`src/rtl/pipe_stall_unit.sv`:
```
// Pipeline stall/flush controller. It merges per-stage busy requests into stall, bubble and flush
// vectors, and adds a post-reset hold window, deferred flush, a stall watchdog and a stall counter.
module pipe_stall_unit #(
    parameter int                 N_STAGES  = 5,
    parameter int                 N_SRC     = 4,
    parameter logic [3*N_SRC-1:0] SRC_STAGE = {3'd3, 3'd0, 3'd3, 3'd1},
    parameter int                 RST_HOLD  = 4,
    parameter int                 WD_LIMIT  = 1023,
    parameter int                 CNT_W     = 32
) (
    input  logic                clk,
    input  logic                rst,
    input  logic                init_busy,
    input  logic [N_SRC-1:0]    req,
    input  logic                flush_req,
    input  logic [2:0]          flush_stage,
    input  logic                wd_clr,
    input  logic                cnt_clr,
    output logic [N_STAGES-1:0] stall,
    output logic [N_STAGES-1:0] bubble,
    output logic [N_STAGES-1:0] flush,
    output logic                hold,
    output logic                hold_q,
    output logic                wd_timeout,
    output logic                wd_err,
    output logic [CNT_W-1:0]    stall_cycles
);

    localparam int SU_W = (RST_HOLD > 0) ? $clog2(RST_HOLD + 1) : 1;
    localparam int WD_W = $clog2(WD_LIMIT + 1);

    logic [SU_W-1:0] su_cnt;
    logic [WD_W-1:0] wd_cnt;
    logic            pend_vld;
    logic [2:0]      pend_stage;

    logic            g_hold;
    logic            any_req;
    logic [2:0]      m_stage;
    logic [2:0]      fs_sat;
    logic [2:0]      flush_eff;
    logic            wd_trip;

    // Oldest stage with an active request; every younger stage must hold behind it.
    always_comb begin
        any_req = 1'b0;
        m_stage = 3'd0;
        for (int i = 0; i < N_SRC; i++) begin
            if (req[i]) begin
                any_req = 1'b1;
                if (SRC_STAGE[3*i +: 3] > m_stage) m_stage = SRC_STAGE[3*i +: 3];
            end
        end
    end

    assign g_hold = ~rst | init_busy | (su_cnt != '0);
    assign hold   = g_hold | any_req;

    always_comb begin
        stall  = '0;
        bubble = '0;
        if (g_hold) begin
            stall = '1;
        end else if (any_req) begin
            for (int s = 0; s < N_STAGES; s++) begin
                stall[s]  = (s <= 32'(m_stage));
                bubble[s] = (s == 32'(m_stage) + 32'd1);
            end
        end
    end

    // A fresh request and a pending one merge to the deeper of the two.
    always_comb begin
        fs_sat    = (32'(flush_stage) > N_STAGES) ? 3'(N_STAGES) : flush_stage;
        flush_eff = pend_vld ? pend_stage : 3'd0;
        if (flush_req && (fs_sat > flush_eff)) flush_eff = fs_sat;
        flush = '0;
        if (!hold) begin
            for (int s = 0; s < N_STAGES; s++) begin
                flush[s] = (s < 32'(flush_eff));
            end
        end
    end

    assign wd_trip = hold & ~g_hold & (wd_cnt == WD_W'(WD_LIMIT - 1));

    always_ff @(posedge clk or negedge rst) begin
        if (!rst) begin
            su_cnt       <= SU_W'(RST_HOLD);
            hold_q       <= 1'b1;
            wd_cnt       <= '0;
            wd_timeout   <= 1'b0;
            wd_err       <= 1'b0;
            stall_cycles <= '0;
            pend_vld     <= 1'b0;
            pend_stage   <= 3'd0;
        end else begin
            if (su_cnt != '0) su_cnt <= su_cnt - SU_W'(1);
            hold_q <= hold;

            wd_timeout <= 1'b0;
            if (wd_trip) begin
                wd_cnt     <= WD_W'(WD_LIMIT);
                wd_err     <= 1'b1;
                wd_timeout <= 1'b1;
            end else if (wd_clr) begin
                wd_cnt <= '0;
                wd_err <= 1'b0;
            end else if (!hold) begin
                wd_cnt <= '0;
            end else if (!g_hold && (wd_cnt != WD_W'(WD_LIMIT))) begin
                wd_cnt <= wd_cnt + WD_W'(1);
            end

            if (cnt_clr)     stall_cycles <= '0;
            else if (hold_q) stall_cycles <= stall_cycles + CNT_W'(1);

            if (!hold) begin
                pend_vld   <= 1'b0;
                pend_stage <= 3'd0;
            end else if (flush_req) begin
                pend_vld   <= 1'b1;
                pend_stage <= flush_eff;
            end
        end
    end

endmodule

```
`config.mk`:
```
export PLATFORM = sky130hd
export DESIGN_NAME = pipe_stall_unit
export DESIGN_NICKNAME = d
export VERILOG_FILES = /design/src/rtl/pipe_stall_unit.sv
export SDC_FILE = /design/constraint.sdc
export NUM_CORES = 1
export LEC_CHECK = 0
export CORE_ASPECT_RATIO = 0.6
export CORE_UTILIZATION = 50
export DETAILED_ROUTE_END_ITERATION = 7
export PLACE_DENSITY_LB_ADDON = 0.2
export SLEW_MARGIN = 20
export SYNTH_ARGS = -nofsm -noshare
export SYNTH_HDL_FRONTEND = slang
export SYNTH_SLANG_ARGS = --single-unit
```
`constraint.sdc`:
```
create_clock -name clk -period 3.65 [get_ports clk]
set_clock_uncertainty 0.1 [all_clocks]
set_input_delay 0.73 -clock clk [delete_from_list [all_inputs] [get_ports clk]]
set_output_delay 0.73 -clock clk [all_outputs]
set_load 0.02 [all_outputs]
```
==> impl_summary.md <==
Run status
The flow ran to the end, but the final reports show violations. The checks that failed: DRC.

Final layout
For this run, the post-layout net count is 394. The post-route cell area is 3660 µm². After filler insertion, the fill cell instance count of the layout stands at 409. The share of cells above drive strength 1 is 12.0%. The number of diodes added for antenna fixing is 0.

The area added between synthesis and finish is 30.9%.

Timing
Setup repair after global routing left no endpoint under its margin. The final-report hold violation count is 0. The shortest clock period the worst path allows after layout is 3.53 ns. The number of max-slew violations in the final report is 0. The part of the cycle the worst path needs is 96.8%. The sum of negative setup slack is 0 ns. Hold is met by 0.428 ns. The smallest setup slack after layout is 0.117 ns. The headroom to the max-slew limit is 56.4%. Timing would allow up to 283 MHz. The total of endpoints with negative setup slack in the final report is 0. For the pin with the worst max-slew slack, the measured transition is 0.654 ns.

Drt
The first routing iteration left 100 violations. In this run the remaining antenna-violating nets after routing total 0. Wires add up to 6250 µm. The first TritonRoute pass finished after 6 iterations. The number of DRC violations after detailed routing is 2. The routed layout has 2353 vias. Dividing the detail-routed via count by the number of cells gives 5.34. The detailed-route wire length per cell is 14.2 µm.

Critical path
The data required time at the worst endpoint is 2.82 ns. On the worst path, the slowest cell contributes a delay of 0.36 ns. The most prevalent standard cell on the critical path is a21oi_1. The data arrival time at the worst-slack endpoint is 2.70 ns. The critical path goes through clkdlybuf4s15_2, nor2b_4, ha_4, nand3_1, mux2_2, buf_4, a21oi_1, o21ai_0, a21oi_1, clkdlybuf4s15_1. STA classifies the critical path endpoint as an output pin.

In this run the worst setup path begins at flush_stage[2]. The worst register-to-register path begins at su_cnt[0]. The largest fanout of any net on the critical path is 5.

The cell with the biggest individual delay on the critical path is mux2_2. The kind of critical path is input pin to output pin. The worst setup path is launched from an input pin.

Placed design
The total cell area at the placement stage is 3520 µm². The post-detailed-placement half-perimeter wirelength is 4620 µm. Port buffering added 61 buffers. The minimum setup slack after placement is -0.659 ns. The final weighted congestion of routability-driven global placement is 0.939.

Clock network
For this design, the CTS-stage hold fixing added 0 buffers. The number of buffers on the longest clock path is 2. For the worst-skew pair, the clock arrives at the later sink with an insertion delay of 0.30 ns. In this run the number of H-tree levels came out at 2. The TritonCTS clock tree is built.

The number of clock buffers inserted by TritonCTS is 5. The number of sinks driven by the clock tree is 52. After clock tree synthesis, the clock-pin slew on the worst setup and hold paths is 0.08 ns. The root buffer selected by CTS is clkbuf_8.

Synthesis
The count of flip-flops with a built-in enable after synthesis is 0. Counting instances in the post-synthesis netlist gives the leading cell types as 50 x dfrtp_1, 48 x nor2_1, 32 x nand2_1, 26 x xor2_1, 20 x nand3_1. The library cell with the largest summed area after synthesis is dfrtp_1. The synthesis warning total is 0. Summing the areas of all compound-gate instances in the mapped netlist gives 9.09% of the synthesized area. By area the synthesized netlist is led by dfrtp_1 45%, xor2_1 8.1%, nor2_1 6.4%.

The number of library cell types mapped by synthesis is 47. By area, the combinational part of the netlist is dominated by simple AND/OR/NAND/NOR gates. The cell count after synthesis is 301.

The area fraction of the dominant cell type after synthesis is 44.8%. The synthesized-area fraction occupied by adder cells is 3.13%. The share of synthesized flip-flops with an asynchronous set or reset is 100%. Counting flops and latches in the post-synthesis netlist gives 52.

In the synthesized netlist the dominant register cell turns out to be dfrtp_1. The synthesized netlist devotes 10.7% of its cell area to XOR and XNOR gates. The cell with the most instances after synthesis is dfrtp_1. The post-synthesis simple-gate area fraction is 24.7%. Sequential cells were found to cover 46.6% of the synthesized design area. The mean instance size in the synthesized netlist is 9.29 µm². The cell area after synthesis is 2800 µm². The mux share of post-synthesis cell area is 1.52%.

Global route
The number of antenna violations at the first check in global routing came to 0. Entering global routing, the biggest net connects 53 pins. The via count of the first global-routing pass is 2210. The overall fraction of global-route tracks in use is 23.4%. The wire length of the first global-routing pass is 10600 µm. Summed over all layers, the global routing overflow is 0.

Run
Max-cap violations in this run came to 0.

Floorplanning
The total area inside the core boundary comes to 5230 µm². For this configuration, the core starts out at a cell density of 53.4%. Measured along the x axis, the die boundary spans 98.5 µm. The boundary pin count is 64. The area enclosed by the die boundary is 5900 µm². The floorplan has 20 rows. The die is 59.9 µm tall.

Power and ir drop
The analysis attributes to cell leakage a power of 0.00164 µW. The cell area power density is 360 nW/µm². The maximum resistive drop on vdd is 0.339 mV.

Worst hold path
The startpoint identified for the worst hold timing path is pend_stage[1]. The min-delay analysis places its worst path in the category flip-flop to flip-flop.
[power breakdown]
part | switching [µW] | leakage (µW) | internal [µW]
Combinational | 163 | 0.000883 | 154
Clock | 184 | 0.0000552 | 204
Sequential | 16.9 | 0.000706 | 597
[metal layers]
metal  track usage (%)  routed length [µm]  vias up
li1                  -                   -     1174
met1              34.8                3200     1108
met2              35.1                2730       66
met3              4.56                 282        5
met4              5.97                  37        0
met5                 0                   0        -
[worst paths after layout]
| path | to | depth (start not counted) | slack [ns] |
|---|---|---|---|
| setup / recovery | flush[2] | 10 | 0.12 |
| hold / removal | pend_stage[1] | 2 | 0.43 |
| setup reg to reg | wd_cnt[5] | 9 | 1.28 |
| hold reg to reg | pend_stage[1] | 2 | 0.43 |
| max in group asynchronous | wd_cnt[3] | 2 | 2.56 |
| min in group asynchronous | su_cnt[0] | 2 | 0.44 |
[worst max-delay path, delay by kind of cell]
| family | cells | cell delay, ns |
|---|---|---|
| compound gates | 3 | 0.43 |
| simple gates | 2 | 0.25 |
| mux | 1 | 0.36 |
| fa+ha+maj | 1 | 0.22 |
| buf+inv | 3 | 0.73 |
[kinds of logic (layout without fill, tap and decap cells)]
| kind of cell | Yosys count | in the layout |
|---|---|---|
| buf+inv | 23 | 96 |
| compound gates | 43 | 43 |
| fa+ha+maj | 7 | 7 |
| other cells | 1 | 2 |
| flops | 52 | 52 |
| mux | 4 | 4 |
| simple gates | 137 | 137 |
| xor+xnor | 34 | 34 |
[layout make-up]
| cell class | count | area, µm² | share of cell area, % |
|---|---|---|---|
| Clock buffer | 6 | 72.6 | 1.98 |
| Tap cell | 66 | 82.6 | 2.26 |
| Clock inverter | 2 | 35.0 | 0.957 |
| Sequential cell | 52 | 1300 | 35.6 |
| Multi-Input combinational cell | 227 | 1420 | 38.7 |
| Timing Repair Buffer | 77 | 709 | 19.4 |
| Inverter | 11 | 41.3 | 1.13 |
[state kept, by name, summed over array words and instances, names as in the netlist]
register	count
stall_cycles	32
pend_vld	1
hold_q	1
su_cnt	3
pend_stage	3
wd_timeout	1
wd_cnt	10
wd_err	1
[cells in the final DEF, fill, tap and decap left out, types with 2 or more instances in the layout]
master / synthesis / routed
mux2i_1: 2 / 2
buf_2: 0 / 2
mux2_2: 2 / 2
clkdlybuf4s50_1: 0 / 53
nor3_4: 2 / 2
xor2_1: 26 / 26
ha_1: 7 / 5
conb_1: 1 / 2
dlygate4sd2_1: 0 / 2
or3_1: 2 / 2
a21oi_1: 19 / 18
nand4_1: 8 / 8
and3_1: 4 / 4
xnor2_1: 8 / 8
a31oi_1: 5 / 5
nor2_1: 48 / 48
ha_4: 0 / 2
nor3b_1: 3 / 3
nand2_1: 32 / 32
clkbuf_8: 1 / 5
inv_1: 11 / 11
dfrtp_1: 50 / 50
and4_1: 5 / 5
dfstp_2: 2 / 2
o21ai_0: 10 / 10
clkbuf_2: 1 / 2
buf_4: 3 / 16
nand3_1: 20 / 20
[stage by stage]
stage                     instances  power [µW]  util [%]
after floorplan                 302         791         -
after global placement          432         907      67.4
after detailed placement        432         917      67.4
after CTS                       440        1310      69.7
after global routing            441        1390      70.0
final                           441        1320      70.0
[repair_timing]
item,CTS,global route
gates resized for setup,17,6
buffers inserted,0,1
setup endpoints to repair,5,5
Note: power is estimated with default switching activity, not from simulation.
